**config.mk**
```make
export PLATFORM = sky130hd
export DESIGN_NAME = vgg_block_seq
export DESIGN_NICKNAME = d
export VERILOG_FILES = /design/src/rtl/vgg_block_seq.sv
export SDC_FILE = /design/constraint.sdc
export NUM_CORES = 1
export LEC_CHECK = 0
export BUFFER_PORTS_ARGS = -buffer_cell sky130_fd_sc_hd__buf_2
export CORE_ASPECT_RATIO = 0.9
export CORE_UTILIZATION = 45
export DETAILED_ROUTE_END_ITERATION = 16
export PLACE_DENSITY = 0.76
export SLEW_MARGIN = 30
export SYNTH_ARGS = -nofsm -noshare
export SYNTH_HDL_FRONTEND = slang
export SYNTH_SLANG_ARGS = --single-unit
```
**constraint.sdc**
```tcl
create_clock -name clk -period 4.9 [get_ports clk]
set_input_delay 0.245 -clock clk [delete_from_list [all_inputs] [get_ports clk]]
set_output_delay 0.245 -clock clk [all_outputs]
set_load 0.05 [all_outputs]
```
**src/rtl/vgg_block_seq.sv**
```systemverilog
// Layer/kernel sequencer for one VGG block: walks every conv layer and kernel on a shared
// conv engine, optionally runs one maxpool pass, and drives ping-pong buffer selection.
module vgg_block_seq #(
    parameter int DATA_WIDTH        = 32,
    parameter int IMAGE_WIDTH       = 7,
    parameter int NUM_CONV          = 3,
    parameter int NUMBER_OF_CHANNEL = 64,
    parameter int NUMBER_OF_KERNEL  = 64,
    parameter int POOL_EN           = 1,
    localparam int KW = (NUMBER_OF_KERNEL > 1) ? $clog2(NUMBER_OF_KERNEL) : 1
) (
    input  logic          clk,
    input  logic          rst,
    input  logic          i_valid,
    output logic          o_valid,
    output logic          o_busy,
    output logic          o_conv_start,
    input  logic          i_conv_done,
    output logic          o_pool_start,
    input  logic          i_pool_done,
    output logic [1:0]    o_layer,
    output logic [KW-1:0] o_kernel,
    output logic [15:0]   o_num_ch,
    output logic [15:0]   o_img_w,
    output logic          o_src_buf,
    output logic          o_err
);

    typedef enum logic [2:0] {
        IDLE,
        CSTART,
        CWAIT,
        PSTART,
        PWAIT,
        DONE
    } state_t;

    localparam logic [KW-1:0] KERNEL_LAST = KW'(NUMBER_OF_KERNEL - 1);
    localparam logic [1:0]    LAYER_LAST  = 2'(NUM_CONV - 1);

    state_t          state, state_d;
    logic [1:0]      layer_d;
    logic [KW-1:0]   kernel_d;
    logic            src_d;
    logic            err_d;
    logic            valid_d;
    logic            busy_d;
    logic            conv_start_d;
    logic            pool_start_d;
    logic [15:0]     num_ch_d;

    assign o_img_w = 16'(IMAGE_WIDTH);

    always_ff @(posedge clk) begin
        if (rst) begin
            state        <= IDLE;
            o_valid      <= 1'b0;
            o_busy       <= 1'b0;
            o_conv_start <= 1'b0;
            o_pool_start <= 1'b0;
            o_layer      <= '0;
            o_kernel     <= '0;
            o_src_buf    <= 1'b0;
            o_err        <= 1'b0;
            o_num_ch     <= 16'(NUMBER_OF_CHANNEL);
        end else begin
            state        <= state_d;
            o_valid      <= valid_d;
            o_busy       <= busy_d;
            o_conv_start <= conv_start_d;
            o_pool_start <= pool_start_d;
            o_layer      <= layer_d;
            o_kernel     <= kernel_d;
            o_src_buf    <= src_d;
            o_err        <= err_d;
            o_num_ch     <= num_ch_d;
        end
    end

    always_comb begin
        state_d  = state;
        layer_d  = o_layer;
        kernel_d = o_kernel;
        src_d    = o_src_buf;
        err_d    = o_err;
        case (state)
            IDLE: begin
                if (i_valid) begin
                    state_d  = CSTART;
                    layer_d  = '0;
                    kernel_d = '0;
                    src_d    = 1'b0;
                    err_d    = 1'b0;
                end
            end
            CSTART: state_d = CWAIT;
            CWAIT: begin
                if (i_conv_done) begin
                    if (o_kernel != KERNEL_LAST) begin
                        kernel_d = o_kernel + 1'b1;
                        state_d  = CSTART;
                    end else begin
                        src_d = ~o_src_buf;
                        if (o_layer != LAYER_LAST) begin
                            kernel_d = '0;
                            layer_d  = o_layer + 2'd1;
                            state_d  = CSTART;
                        end else begin
                            state_d = (POOL_EN != 0) ? PSTART : DONE;
                        end
                    end
                end
            end
            PSTART: state_d = PWAIT;
            PWAIT: begin
                // The pool pass also writes the opposite buffer, so the select follows its output.
                if (i_pool_done) begin
                    state_d = DONE;
                    src_d   = ~o_src_buf;
                end
            end
            DONE:    state_d = IDLE;
            default: state_d = IDLE;
        endcase
        if ((i_conv_done && state != CWAIT) || (i_pool_done && state != PWAIT)) begin
            err_d = 1'b1;
        end
    end

    always_comb begin
        conv_start_d = (state_d == CSTART);
        pool_start_d = (state_d == PSTART);
        valid_d      = (state_d == DONE);
        busy_d       = (state_d != IDLE);
        num_ch_d     = (layer_d == 2'd0) ? 16'(NUMBER_OF_CHANNEL) : 16'(NUMBER_OF_KERNEL);
    end

endmodule

```
==> impl_results.md <==
* Outcome: finished clean
* Number of buffer cells added on primary ports at 18
* Distinct cell type count of the synthesized netlist at 38
* Post-DP HPWL at 1540 um
* Synthesis-stage register bit count at 17
* Path class of the lowest-slack min-delay path: input pin to flop
* Placement-stage worst setup slack at 2.95 ns
* Path depth of the worst reg2reg path at 4
* Syn-to-layout area delta at -1.01%
* Final worst hold slack at 0.266 ns
* Count of unresolved DRC violations after routing at 0
* Overall power consumption at approximately 0.31 mW
* Endpoint of the worst setup timing path: o_kernel[3]$_SDFFE_PP0P_
* Required @ worst endpoint at 5.12 ns
* Power per unit of standard cell area at 285 mW/mm^2
* Number of enable-type register cells in the synthesized netlist at 0
* Wire length per cell after detailed routing at 11.5 um
* I/O Pins at 51
* Vias per cell at about 5.2
* Register-to-register path setup slack at 2.93 ns
* Leading cell types by total area after synthesis: sky130_fd_sc_hd__dfxtp_1 30%, sky130_fd_sc_hd__buf_4 22%, sky130_fd_sc_hd__a21oi_1 3.1%, sky130_fd_sc_hd__buf_6 3.0%, sky130_fd_sc_hd__o21ai_0 2.7%
* Commonest cells in the synthesized netlist: 32 x sky130_fd_sc_hd__buf_4, 17 x sky130_fd_sc_hd__dfxtp_1, 7 x sky130_fd_sc_hd__a21oi_1, 7 x sky130_fd_sc_hd__inv_1
* Setup bufs post-CTS at 0
* Relative contribution of combinational cells to total power at 29.8%
* Pin count of the biggest net entering global routing at 14
* Clock tree sinks at 17
* DIE AREA at 0.00269 sq mm
* First-pass DRT Iterations at 4
* Count of final hold-check violations at 0
* CTS tree: yes
* IR Drop Worst-Case VDD at 0.146 mV
* Clock share of power at between 20% and 30%
* Area of the core region at 0.00226 sq mm
* Gate Count Post-Synth at 129
* Layout fillers at between 200 and 250
* # nets final at 154
* H-tree level count at 1
* Weighted congestion at the end of routability-driven global placement at 0.839
* Count of final setup violators at 0
* Leakage Power at between 0.4 and 0.5 nW
* Wire length of the first global-routing pass at 3240 um
* Antenna violations before repair at 0
* Total of warnings raised by yosys at 0
* DR vias at about 910
* Crit Path Max Fanout at 13
* Worst clock skew at 0.00492 ns
* Cell row count at 16
* Cell chosen for the clock root: sky130_fd_sc_hd__clkbuf_4
* Clock period minus worst slack at roughly 2.0 ns
* Sequential share of the synthesized area at a little under a third
* Post-synth top flop: sky130_fd_sc_hd__dfxtp_1
* Yosys top cell area share at a little under a third
* Int Pwr at 0.186 mW
* Total negative slack for setup checks at 0 ns
* Overall die height at around 50 um
* Standard cell area after detailed placement at 0.00108 sq mm
* Dominant cell type by area after synthesis: sky130_fd_sc_hd__dfxtp_1
* Count leader, synth: sky130_fd_sc_hd__buf_4
* Die X at 54.5 um
* Worst setup margin at 2.93 ns
* Fraction of synthesis flops using an asynchronous set or reset pin at 0%
* Maximum operating frequency at 507 MHz
* Mean instance size in the synthesized netlist at 8.66 sq um
* Setup crit start kind: flop
* Via count of the first global-routing pass at approximately 730
* Number of instances resized during post-cts repair at 0
* Switching Fraction at approximately two fifths
* Share of the cycle needed by the critical path after routing at between 40% and 50%
* Global route total overflow at 0
* Worst setup path category: flop to flop
* Fraction of layout instances using a drive strength above 1 at 20.5%
* Worst setup path startpoint: state[1]$_SDFF_PP0_
* Clock transition at the registers of the reported paths at 0.10 ns
* Max-cap check violation count at 0
* Number of instances on the worst hold path at 2
* Total routing usage reported by global routing at approximately 16%
* Number of buffers between clock root and the deepest sink at 2
* RSZ-0062 raised after global routing: false
* Combined area of all synthesized cells at 0.00112 sq mm
* Initial cell density of the core at 49.4%
* Count of final max-slew check failures at 0
* Number of routed nets with antenna violations at 0
* Quantity of hold-fixing buffers added after cts at 0
* R2R Path End: o_kernel[3]$_SDFFE_PP0P_
* Overall routed net length at 1990 um
* Number of diodes added for antenna fixing at 0
* Net switching power at 0.128 mW
* Reg-to-reg startpoint: state[1]$_SDFF_PP0_
* Portion of total power attributed to sequential cells at 46.7%
* Layout Cell Area excl Fill at about 0.0011 sq mm
* Number of buffers inserted during clock tree synthesis at 3
* Worst Path Arrival at 2.20 ns
* Number of DRC markers in iteration 0 at 36
* Category of the worst setup path capture point: flop
* Clock insertion delay at the later pin of the skew report at 0.29 ns
through the flow:
| step | utilization, % | instances |
|---|---|---|
| final | 48.9 | 173 |
| after global routing | 48.9 | 173 |
| after CTS | 48.9 | 173 |
| after detailed placement | 47.7 | 169 |
| after global placement | 47.7 | 169 |
| after floorplan | - | 159 |
routing by layer:
| layer | GRT usage, % | wire [um] |
|---|---|---|
| met5 | 0 | 0 |
| met3 | 3.12 | 121 |
| met1 | 20.8 | 850 |
| met4 | 8.97 | 44 |
| met2 | 25.4 | 977 |
area by class of cell:
cell class	count	area (sq um)	share of cell area [%]
inverter	7	26.3	2.38
tap	27	33.8	3.05
sequential	17	340	30.8
timing repair buffer	18	90.1	8.14
clock buffer	4	26.3	2.38
multi-input combinational	100	589	53.3
registers in the layout, summed over array words and instances, names as in the netlist:
register	count
o_valid	1
o_err	1
o_kernel	6
o_busy	1
o_layer	2
o_pool_start	1
o_src_buf	1
state	3
o_conv_start	1
power by group through the flow:
stage | Sequential (mW) | Clock, mW | Combinational, mW
CTS | 0.147 | 0.0778 | 0.0932
detailed placement | 0.150 | 0 | 0.0930
floorplan | 0.158 | 0 | 0.0970
finish | 0.147 | 0.0741 | 0.0938
global placement | 0.150 | 0 | 0.0922
global route | 0.148 | 0.0851 | 0.0990
cells in the final DEF, fill, tap and decap left out, types with 2 or more instances in the layout:
master / synthesis / final
sky130_fd_sc_hd__inv_1: 7 / 7
sky130_fd_sc_hd__nor2_1: 3 / 3
sky130_fd_sc_hd__or4_1: 2 / 2
sky130_fd_sc_hd__a211oi_1: 3 / 3
sky130_fd_sc_hd__clkbuf_4: 0 / 3
sky130_fd_sc_hd__o32ai_1: 3 / 3
sky130_fd_sc_hd__nand3_1: 3 / 3
sky130_fd_sc_hd__o21ai_0: 6 / 6
sky130_fd_sc_hd__buf_2: 0 / 18
sky130_fd_sc_hd__mux2i_1: 2 / 2
sky130_fd_sc_hd__a21oi_1: 7 / 7
sky130_fd_sc_hd__a31oi_1: 2 / 2
sky130_fd_sc_hd__nand4_1: 3 / 3
sky130_fd_sc_hd__nand2_1: 6 / 6
sky130_fd_sc_hd__nor3_1: 3 / 3
sky130_fd_sc_hd__nand2b_1: 2 / 2
sky130_fd_sc_hd__nand3_2: 2 / 2
sky130_fd_sc_hd__ha_1: 2 / 2
sky130_fd_sc_hd__dfxtp_1: 17 / 17
sky130_fd_sc_hd__or2_2: 2 / 2
sky130_fd_sc_hd__conb_1: 2 / 32
how the worst min path moves through the flow:
stage	startpoint	slack, ns	to
6_report	rst	0.27	state[2]$_SDFF_PP0_
4_1_cts	rst	0.25	state[2]$_SDFF_PP0_
2_1_floorplan	i_conv_done	0.42	o_conv_start$_SDFF_PP0_
3_3_place_gp	o_err$_SDFFE_PP0P_	0.47	o_err$_SDFFE_PP0P_
5_1_grt	rst	0.25	state[2]$_SDFF_PP0_
3_5_place_dp	o_err$_SDFFE_PP0P_	0.47	o_err$_SDFFE_PP0P_
critical path, cell delays in order, from the launching register on:
cell                       delay (ns)
sky130_fd_sc_hd__dfxtp_1         0.59
sky130_fd_sc_hd__or4b_1          0.60
sky130_fd_sc_hd__a311oi_2        0.44
sky130_fd_sc_hd__a21oi_1         0.12
sky130_fd_sc_hd__a31oi_1         0.15
kinds of logic after synthesis:
| group | share of synthesized area (%) |
|---|---|
| compound gates | 19.4 |
| xor+xnor | 0.784 |
| fa+ha+maj | 2.24 |
| buf+inv | 26.9 |
| flops | 30.5 |
| mux | 2.80 |
| other cells | 0.672 |
| simple gates | 16.8 |
(Power assumes the default switching activity.)
